$ cat config.mk
export PLATFORM = sky130hd
export DESIGN_NAME = control_unit
export DESIGN_NICKNAME = d
export VERILOG_FILES = /design/src/rtl/control_unit.sv
export SDC_FILE = /design/constraint.sdc
export NUM_CORES = 1
export LEC_CHECK = 0
export ABC_CLOCK_PERIOD_IN_PS = 1700
export BUFFER_PORTS_ARGS = -buffer_cell sky130_fd_sc_hd__buf_2
export CELL_PAD_IN_SITES_DETAIL_PLACEMENT = 1
export CELL_PAD_IN_SITES_GLOBAL_PLACEMENT = 1
export CORE_ASPECT_RATIO = 1.25
export CORE_MARGIN = 8
export CORE_UTILIZATION = 28
export DETAILED_ROUTE_END_ITERATION = 10
export PLACE_DENSITY_LB_ADDON = 0.1
export SYNTH_ARGS = -nofsm -noshare
export SYNTH_HDL_FRONTEND = slang
export SYNTH_SLANG_ARGS = --single-unit
$ cat constraint.sdc
create_clock -name clk -period 1.7 [get_ports clk]
set_input_delay 0.17 -clock clk [delete_from_list [all_inputs] [get_ports clk]]
set_output_delay 0.17 -clock clk [all_outputs]
set_load 0.005 [all_outputs]
$ cat src/rtl/control_unit.sv
// control_unit: multicycle FETCH/DECODE/EXEC/MEM/WB control FSM for the fetch/decode datapath.
// Optional macro CU_RETIRE_COUNT_EN adds the instr_retired output and its counter.
module control_unit #(
    parameter bit TRAP_ON_ILLEGAL = 1'b1
) (
    input  logic        clk,
    input  logic        reset,
    input  logic [31:0] instruction,
    input  logic [5:0]  flags,
    output logic        WE_mem,
    output logic        WE_reg,
    output logic [1:0]  OP_MEM_I,
    output logic        ADD_SUB,
    output logic        PC_load,
    output logic [2:0]  select_flags,
    output logic        trap
`ifdef CU_RETIRE_COUNT_EN
    ,
    output logic [31:0] instr_retired
`endif
);

    localparam logic [6:0] OPC_R      = 7'b0110011;
    localparam logic [6:0] OPC_I      = 7'b0010011;
    localparam logic [6:0] OPC_LOAD   = 7'b0000011;
    localparam logic [6:0] OPC_STORE  = 7'b0100011;
    localparam logic [6:0] OPC_BRANCH = 7'b1100011;
    localparam logic [6:0] OPC_JAL    = 7'b1101111;

    typedef enum logic [2:0] {FETCH, DECODE, EXEC, MEM, WB, TRAP} state_t;

    state_t     state;
    state_t     state_next;
    logic [6:0] opcode_q;
    logic [2:0] funct3_q;
    logic       bit30_q;
    logic       legal_now;
    logic       legal_q;
    logic       add_sub_d;
    logic [1:0] op_d;
    logic [2:0] sel_d;
    logic       unused_bits;

    function automatic logic is_legal(input logic [6:0] opc, input logic [2:0] f3);
        case (opc)
            OPC_R, OPC_I, OPC_LOAD, OPC_STORE, OPC_JAL: is_legal = 1'b1;
            OPC_BRANCH: is_legal = (f3 != 3'b010) && (f3 != 3'b011);
            default:    is_legal = 1'b0;
        endcase
    endfunction

    assign legal_now   = is_legal(instruction[6:0], instruction[14:12]);
    assign legal_q     = is_legal(opcode_q, funct3_q);
    assign unused_bits = ^{instruction[31], instruction[29:15], instruction[11:7], flags};

    always_ff @(posedge clk or posedge reset) begin
        if (reset) begin
            state <= FETCH;
        end else begin
            state <= state_next;
        end
    end

    // Fields are captured on leaving DECODE and held for the rest of the instruction.
    always_ff @(posedge clk or posedge reset) begin
        if (reset) begin
            opcode_q <= '0;
            funct3_q <= '0;
            bit30_q  <= 1'b0;
        end else if (state == DECODE) begin
            opcode_q <= instruction[6:0];
            funct3_q <= instruction[14:12];
            bit30_q  <= instruction[30];
        end
    end

    always_comb begin
        add_sub_d = 1'b0;
        op_d      = 2'b11;
        sel_d     = 3'b110;
        if (legal_q) begin
            case (opcode_q)
                OPC_R: begin
                    op_d      = 2'b00;
                    add_sub_d = (funct3_q == 3'b000) && bit30_q;
                end
                OPC_I:    op_d = 2'b01;
                OPC_LOAD: op_d = 2'b10;
                OPC_BRANCH: begin
                    add_sub_d = 1'b1;
                    // Compact the six legal branch funct3 codes onto select 000..101.
                    case (funct3_q)
                        3'b000:  sel_d = 3'b000;
                        3'b001:  sel_d = 3'b001;
                        3'b100:  sel_d = 3'b010;
                        3'b101:  sel_d = 3'b011;
                        3'b110:  sel_d = 3'b100;
                        default: sel_d = 3'b101;
                    endcase
                end
                OPC_JAL: sel_d = 3'b111;
                default: ;
            endcase
        end
    end

    always_comb begin
        state_next   = state;
        WE_mem       = 1'b0;
        WE_reg       = 1'b0;
        OP_MEM_I     = 2'b00;
        ADD_SUB      = 1'b0;
        PC_load      = 1'b0;
        select_flags = 3'b000;
        trap         = 1'b0;
        case (state)
            FETCH: state_next = DECODE;
            DECODE: begin
                if (legal_now || !TRAP_ON_ILLEGAL) begin
                    state_next = EXEC;
                end else begin
                    state_next = TRAP;
                end
            end
            EXEC: begin
                ADD_SUB      = add_sub_d;
                OP_MEM_I     = op_d;
                select_flags = sel_d;
                if (!legal_q || opcode_q == OPC_BRANCH || opcode_q == OPC_JAL) begin
                    PC_load    = 1'b1;
                    state_next = FETCH;
                end else if (opcode_q == OPC_LOAD || opcode_q == OPC_STORE) begin
                    state_next = MEM;
                end else begin
                    state_next = WB;
                end
            end
            MEM: begin
                ADD_SUB      = add_sub_d;
                OP_MEM_I     = op_d;
                select_flags = sel_d;
                if (opcode_q == OPC_STORE) begin
                    WE_mem     = 1'b1;
                    PC_load    = 1'b1;
                    state_next = FETCH;
                end else begin
                    state_next = WB;
                end
            end
            WB: begin
                ADD_SUB      = add_sub_d;
                OP_MEM_I     = op_d;
                select_flags = sel_d;
                WE_reg       = 1'b1;
                PC_load      = 1'b1;
                state_next   = FETCH;
            end
            TRAP: trap = 1'b1;
            default: state_next = FETCH;
        endcase
    end

    assert property (@(posedge clk) disable iff (reset)
        (state == EXEC && legal_q && opcode_q == OPC_BRANCH) |-> !$isunknown(flags));

`ifdef CU_RETIRE_COUNT_EN
    always_ff @(posedge clk or posedge reset) begin
        if (reset) begin
            instr_retired <= '0;
        end else if (PC_load) begin
            instr_retired <= instr_retired + 32'd1;
        end
    end
`else
    // No retire counter in this build.
`endif

endmodule
Word level (Yosys, flattened, before mapping):

Cells that the tools add are included.

* order comparisons: 0
* reductions and logical operators: 12
* bitwise gates (word level): 0
* add/subtract/negate cells: 0
* equal/unequal tests: 25
* multiply operators: 0
* shifts and indexed selects: 0
* div/mod/pow operators: 0
* mux-type cells: 23

Operators by type and width (count)
* $pmux 3 s5: 2
* $eq 7x6->1 const B: 4
* $eq 7x7->1 const B: 4
* $mux 3: 6
* $eq 3x3->1 const B: 5
* $eq 7x2->1 const B: 2
* $eq 7x5->1 const B: 2
* $ne 3x2->1 const B: 4
* $reduce_or 5->1: 2
* $mux 1: 7
* $eq 3x1->1 const B: 2
* $eq 3x2->1 const B: 2
* $logic_not 3->1: 2
* $pmux 1 s2: 3
* $pmux 2 s3: 1
* $pmux 3 s2: 1
* $mux 2: 2
* $logic_and 1x1->1: 3
* $logic_or 1x1->1: 3
* $pmux 1 s3: 1
* $reduce_or 3->1: 1
* $logic_not 1->1: 1

* memories: 0
* bits of input ports: 40
* RAM bits: 0
* word-level logic and storage cells: 64
* latch bits: 0
* output and inout port bits: 10
* register bits after elaboration: 14
* bits in read-only memories: 0

Depth between registers and ports, before layout:

* depth in word-level cells: 8
* depth in mapped cells: 5

Least setup slack after synthesis:

No wires, ideal clock.

* path type: flip-flop to flip-flop
* start point: register state[1]
* end point: register bit30_q
* stages on the path, launching flop included: 5
* data arrival time: 1.312 ns
* slack: 0.263 ns
* data required time: 1.575 ns
* clock period less this slack: 1.437 ns
* cells stage by stage: dfrtp_1 nand2b_2 nor2_1 buf_4 mux2_2

* cells in the longest elaborated chain, start to end: 1

Ends and longest elaborated chain
* from (decl): line 32 `state_t state;`
* from (signal assigned): line 60 `state <= state_next;`
* $eq 3x1->1: line 70 `end else if (state == DECODE) begin`
* to (signal assigned): line 73 `bit30_q <= instruction[30];`
* to (decl): line 36 `logic bit30_q;`

Every way passes these cells.
A chain may end at the register's enable or synchronous reset.

Worst setup path after layout:

* start point: register opcode_q[2]
* end point: output port PC_load

* cells in the longest elaborated chain, start to end: 8
* elaborated cells between the ends (all ways): 14
* those cells by class: eq/ne (6); mux (4); reduce/logical (4)

Ends and longest elaborated chain
* from (decl): line 34 `logic [6:0] opcode_q;`
* from (signal assigned): line 71 `opcode_q <= instruction[6:0];`
* $eq 7x7->1, or another cell as far along: line 45, 129
* $reduce_or 5->1: line 45 `case (opc)`
* $pmux 1 s2: line 45
* $logic_not 1->1: line 129 `if (!legal_q || opcode_q == OPC_BRANCH || opcode_q == OPC_JAL) begin`
* $logic_or 1x1->1 (2 in series): line 129
* $mux 1: line 129
* $pmux 1 s3 *: line 116 `case (state)`
* to (decl): line 14 `output logic PC_load,`

Mark *: on every way between the ends. The rest lies on a longest branch, timed or not.

==> results.md <==
| Metric | This run | Unit |
| --- | --- | --- |
| Share of final-layout standard cells stronger than drive strength 1 | 56.1 | % |
| WS Path Type | register to output port | - |
| Internal reg-to-reg setup slack | 110 | ps |
| Initial core utilization | 29.3 | % |
| Syn nets | 125 | - |
| Final #Nets | 156 | - |
| Sequential cell area fraction in the yosys report | 40.9 | % |
| Critical path required time | 1530 | ps |
| Final-report hold violation count | 0 | - |
| Vertical extent of the die | 77.8 | µm |
| Average cell area after synthesis | 10.1 | µm² |
| Critical Path Fanout Max | 4 | - |
| Setup violation total in the final timing report | 3 | - |
| Final worst-path cycle share | 106 | % |
| Switching part of the total | 40.2 | % |
| Number of antenna cells inserted | 0 | - |
| Capturing element type of the critical path | output port | - |
| Total global routing track utilization | 9.44 | % |
| Minimum setup slack after placement | 113 | ps |
| FFs w/ async S/R, synth | 100 | % |
| Combinational Power Share | 46.0 | % |
| Number of warnings printed during yosys synthesis | 0 | - |
| Final Skew | 6.52 | ps |
| Worst slew margin relative to its limit | 63.2 | % |
| Source-to-sink clock delay at the later pin of the worst-skew pair | 280 | ps |
| Level count of the clock H-tree | 1 | - |
| Total of flip-flops plus latches after synthesis | 14 | - |
| Leakage power | 0.460 | nW |
| Worst R2R Start | opcode_q[2]$_DFFE_PP0P_ | - |
| Drc violations | 0 | - |
| Total via count after detailed routing | 782 | - |
| Layout overhead on the synthesized area | 33.6 | % |
| Root buffer cell | sky130_fd_sc_hd__clkbuf_4 | - |
| Pwr Density | 1480 | mW/mm² |
| Area fraction of the dominant cell type after synthesis | 40.9 | % |
| Sink count of the clock tree | 14 | - |
| Top area cells in the synthesized netlist | sky130_fd_sc_hd__dfrtp_1, sky130_fd_sc_hd__mux2_2, sky130_fd_sc_hd__nor2_1 | - |
| PnR Total Power | 1.70 | mW |
| Outcome | finished with violations | - |
| Launching element type of the critical path | register | - |
| Max-cap violations | 0 | - |
| Violated checks | negative setup slack | - |
| Sum of routed wire length over all layers | 2210 | µm |
| Global-route wire length before repair | 3970 | µm |
| Global route overflow | 0 | - |
| Sum of negative setup slack | -212 | ps |
| Top_reg_cell synth | sky130_fd_sc_hd__dfrtp_1 | - |
| Post-layout worst setup margin | -107 | ps |
| Cell variety after synth | 33 | - |
| Number of buffers inserted during clock tree synthesis | 3 | - |
| Via count of the first global-routing pass | 866 | - |
| Io pins | 50 | - |
| Critical path launch point | opcode_q[2]$_DFFE_PP0P_ | - |
| Class of the tightest hold or removal check | input port to register | - |
| Clock tree buffer depth | 2 | - |
| Capture instance of the worst register-to-register path | state[0]$_DFFE_PP0N_ | - |
| Synth Cell Area | 856 | µm² |
| Gp weighted congestion | 0.719 | - |
| Transition time of the tightest slew-check pin | 552 | ps |
| Total internal power | 1.02 | mW |
| Die ar. | 0.00509 | mm² |
| Worst-case reg-to-reg path depth | 5 | - |
| Endpoint of the most critical setup path | PC_load | - |
| Cell taking the most area after synthesis | sky130_fd_sc_hd__dfrtp_1 | - |
| Number of enable-type register cells in the synthesized netlist | 0 | - |
| Drt wl/cell | 14.7 | µm |
| Minimum clock period after layout | 1810 | ps |
| Final antenna-violating net count | 0 | - |
| Post-DP HPWL | 1790 | µm |
| Share of total power in sequential cells | 42.8 | % |
| Clock transition at the registers of the reported paths | 90 | ps |
| CTS tree | done | - |
| Data arrival at the endpoint of the critical path | 1640 | ps |
| Area of the placeable core | 0.00292 | mm² |
| Horiz. Die Dim | 65.5 | µm |
| Starting DRT DRC Count | 12 | - |
| Maximum clock frequency | 554 | MHz |
| Sw power | 682 | µW |
| Number of detailed-route iterations in the first pass | 4 | - |
| Largest net degree at the start of global routing | 15 | - |
| Clock group share of total power | 11.2 | % |
| Final count of pins violating max slew | 0 | - |
| Max IR drop VDD | 0.659 | mV |
| Input/output buffers | 22 | - |
| Mapped Cells | 85 | - |
| RSZ-0062 raised after global routing | true | - |
| Placement row count | 22 | - |
| Initial antenna violation count | 0 | - |
| Per-cell via count in the routed design | 5.21 | - |
[how the worst min path moves through the flow]
| stage | to | depth (start not counted) | from |
|---|---|---|---|
| after global placement | opcode_q[3]$_DFFE_PP0P_ | 2 | reset |
| after detailed placement | opcode_q[3]$_DFFE_PP0P_ | 2 | reset |
| after global routing | opcode_q[4]$_DFFE_PP0P_ | 2 | instruction[4] |
| final | bit30_q$_DFFE_PP0P_ | 2 | instruction[30] |
| after CTS | bit30_q$_DFFE_PP0P_ | 2 | instruction[30] |
| after floorplan | bit30_q$_DFFE_PP0P_ | 1 | reset |
[worst max-delay path, cell delays in order (launching register included)]
cell and delay [ps]:
sky130_fd_sc_hd__dfrtp_1 410, sky130_fd_sc_hd__nand4bb_4 250, sky130_fd_sc_hd__or3_4 360, sky130_fd_sc_hd__nor2_4 110, sky130_fd_sc_hd__a311o_1 110, sky130_fd_sc_hd__buf_2 110
[layout make-up]
| cell class | instances | area [µm²] |
|---|---|---|
| inverters | 4 | 15.0 |
| flip-flops and latches | 14 | 357 |
| well taps | 36 | 45.0 |
| repair buffers | 29 | 169 |
| multi-input cells | 64 | 536 |
| clock buffers | 3 | 22.5 |
| fillers | 346 | 1770 |
[placed cells by master, fill, tap and decap left out, types with 2 or more instances in the layout]
master	count
sky130_fd_sc_hd__buf_2	22
sky130_fd_sc_hd__mux2_2	10
sky130_fd_sc_hd__dfrtp_1	9
sky130_fd_sc_hd__nor2_1	6
sky130_fd_sc_hd__nand2_1	5
sky130_fd_sc_hd__a21oi_1	5
sky130_fd_sc_hd__dfrtp_2	5
sky130_fd_sc_hd__buf_4	5
sky130_fd_sc_hd__inv_1	4
sky130_fd_sc_hd__nand2b_1	3
sky130_fd_sc_hd__nor3_1	3
sky130_fd_sc_hd__clkbuf_4	3
sky130_fd_sc_hd__o21ai_0	2
sky130_fd_sc_hd__a31oi_1	2
sky130_fd_sc_hd__nor2_4	2
sky130_fd_sc_hd__nor2b_2	2
sky130_fd_sc_hd__nand3_1	2
sky130_fd_sc_hd__nor3_2	2
[power groups by stage]
| stage | clock network, mW | registers (mW) | logic (mW) |
|---|---|---|---|
| 2_1_floorplan | 0 | 0.615 | 0.532 |
| 3_3_place_gp | 0 | 0.701 | 0.676 |
| 3_5_place_dp | 0 | 0.707 | 0.689 |
| 4_1_cts | 0.195 | 0.711 | 0.728 |
| 5_1_grt | 0.211 | 0.762 | 0.871 |
| 6_report | 0.190 | 0.727 | 0.781 |
[per-layer routing]
layer / routed length, µm / GRT usage (%)
met4: 18 / 2.63
met5: 0 / 0
met3: 118 / 3.02
met2: 1160 / 16.7
met1: 911 / 10.4
[stage by stage]
| step | utilization, % | std cells | instance area (µm²) | hold slack (ps) |
|---|---|---|---|---|
| after global routing | 39.2 | 150 | 1140 | 125 |
| after CTS | 37.3 | 149 | 1090 | 117 |
| final | 39.2 | 150 | 1140 | 127 |
| after global placement | 34.6 | 142 | 1010 | 240 |
| after detailed placement | 34.6 | 142 | 1010 | 256 |
| after floorplan | - | 85 | 856 | 59.2 |
[flip-flops by register name, summed over array words and instances (netlist names)]
name,flops
funct3_q,3
bit30_q,1
opcode_q,7
state,3
[repair_timing]
item	in CTS	in global routing
setup endpoints to repair	8	8
pin swaps	3	3
hold buffers	1	0
endpoints found under the hold margin	14	0
gates resized for setup	7	13
buffers inserted	3	1
[logic make-up after synthesis]
group	share of synthesized area (%)
and+or+nand+nor	26.3
AOI/OAI and AO/OA	13.7
DFF	40.9
muxes	14.3
buffers and inverters	3.65
xor gates and xnor gates	1.02
[synth_stat cells, types with 2 or more instances]
cell                       instances
sky130_fd_sc_hd__a21oi_1           5
sky130_fd_sc_hd__a31oi_1           2
sky130_fd_sc_hd__dfrtp_1          14
sky130_fd_sc_hd__inv_1             4
sky130_fd_sc_hd__mux2_2           10
sky130_fd_sc_hd__nand2_1           6
sky130_fd_sc_hd__nand2b_1          3
sky130_fd_sc_hd__nand3_1           2
sky130_fd_sc_hd__nor2_1            9
sky130_fd_sc_hd__nor2b_1           2
sky130_fd_sc_hd__nor3_1            5
sky130_fd_sc_hd__o21ai_0           2
(Power assumes the default switching activity.)
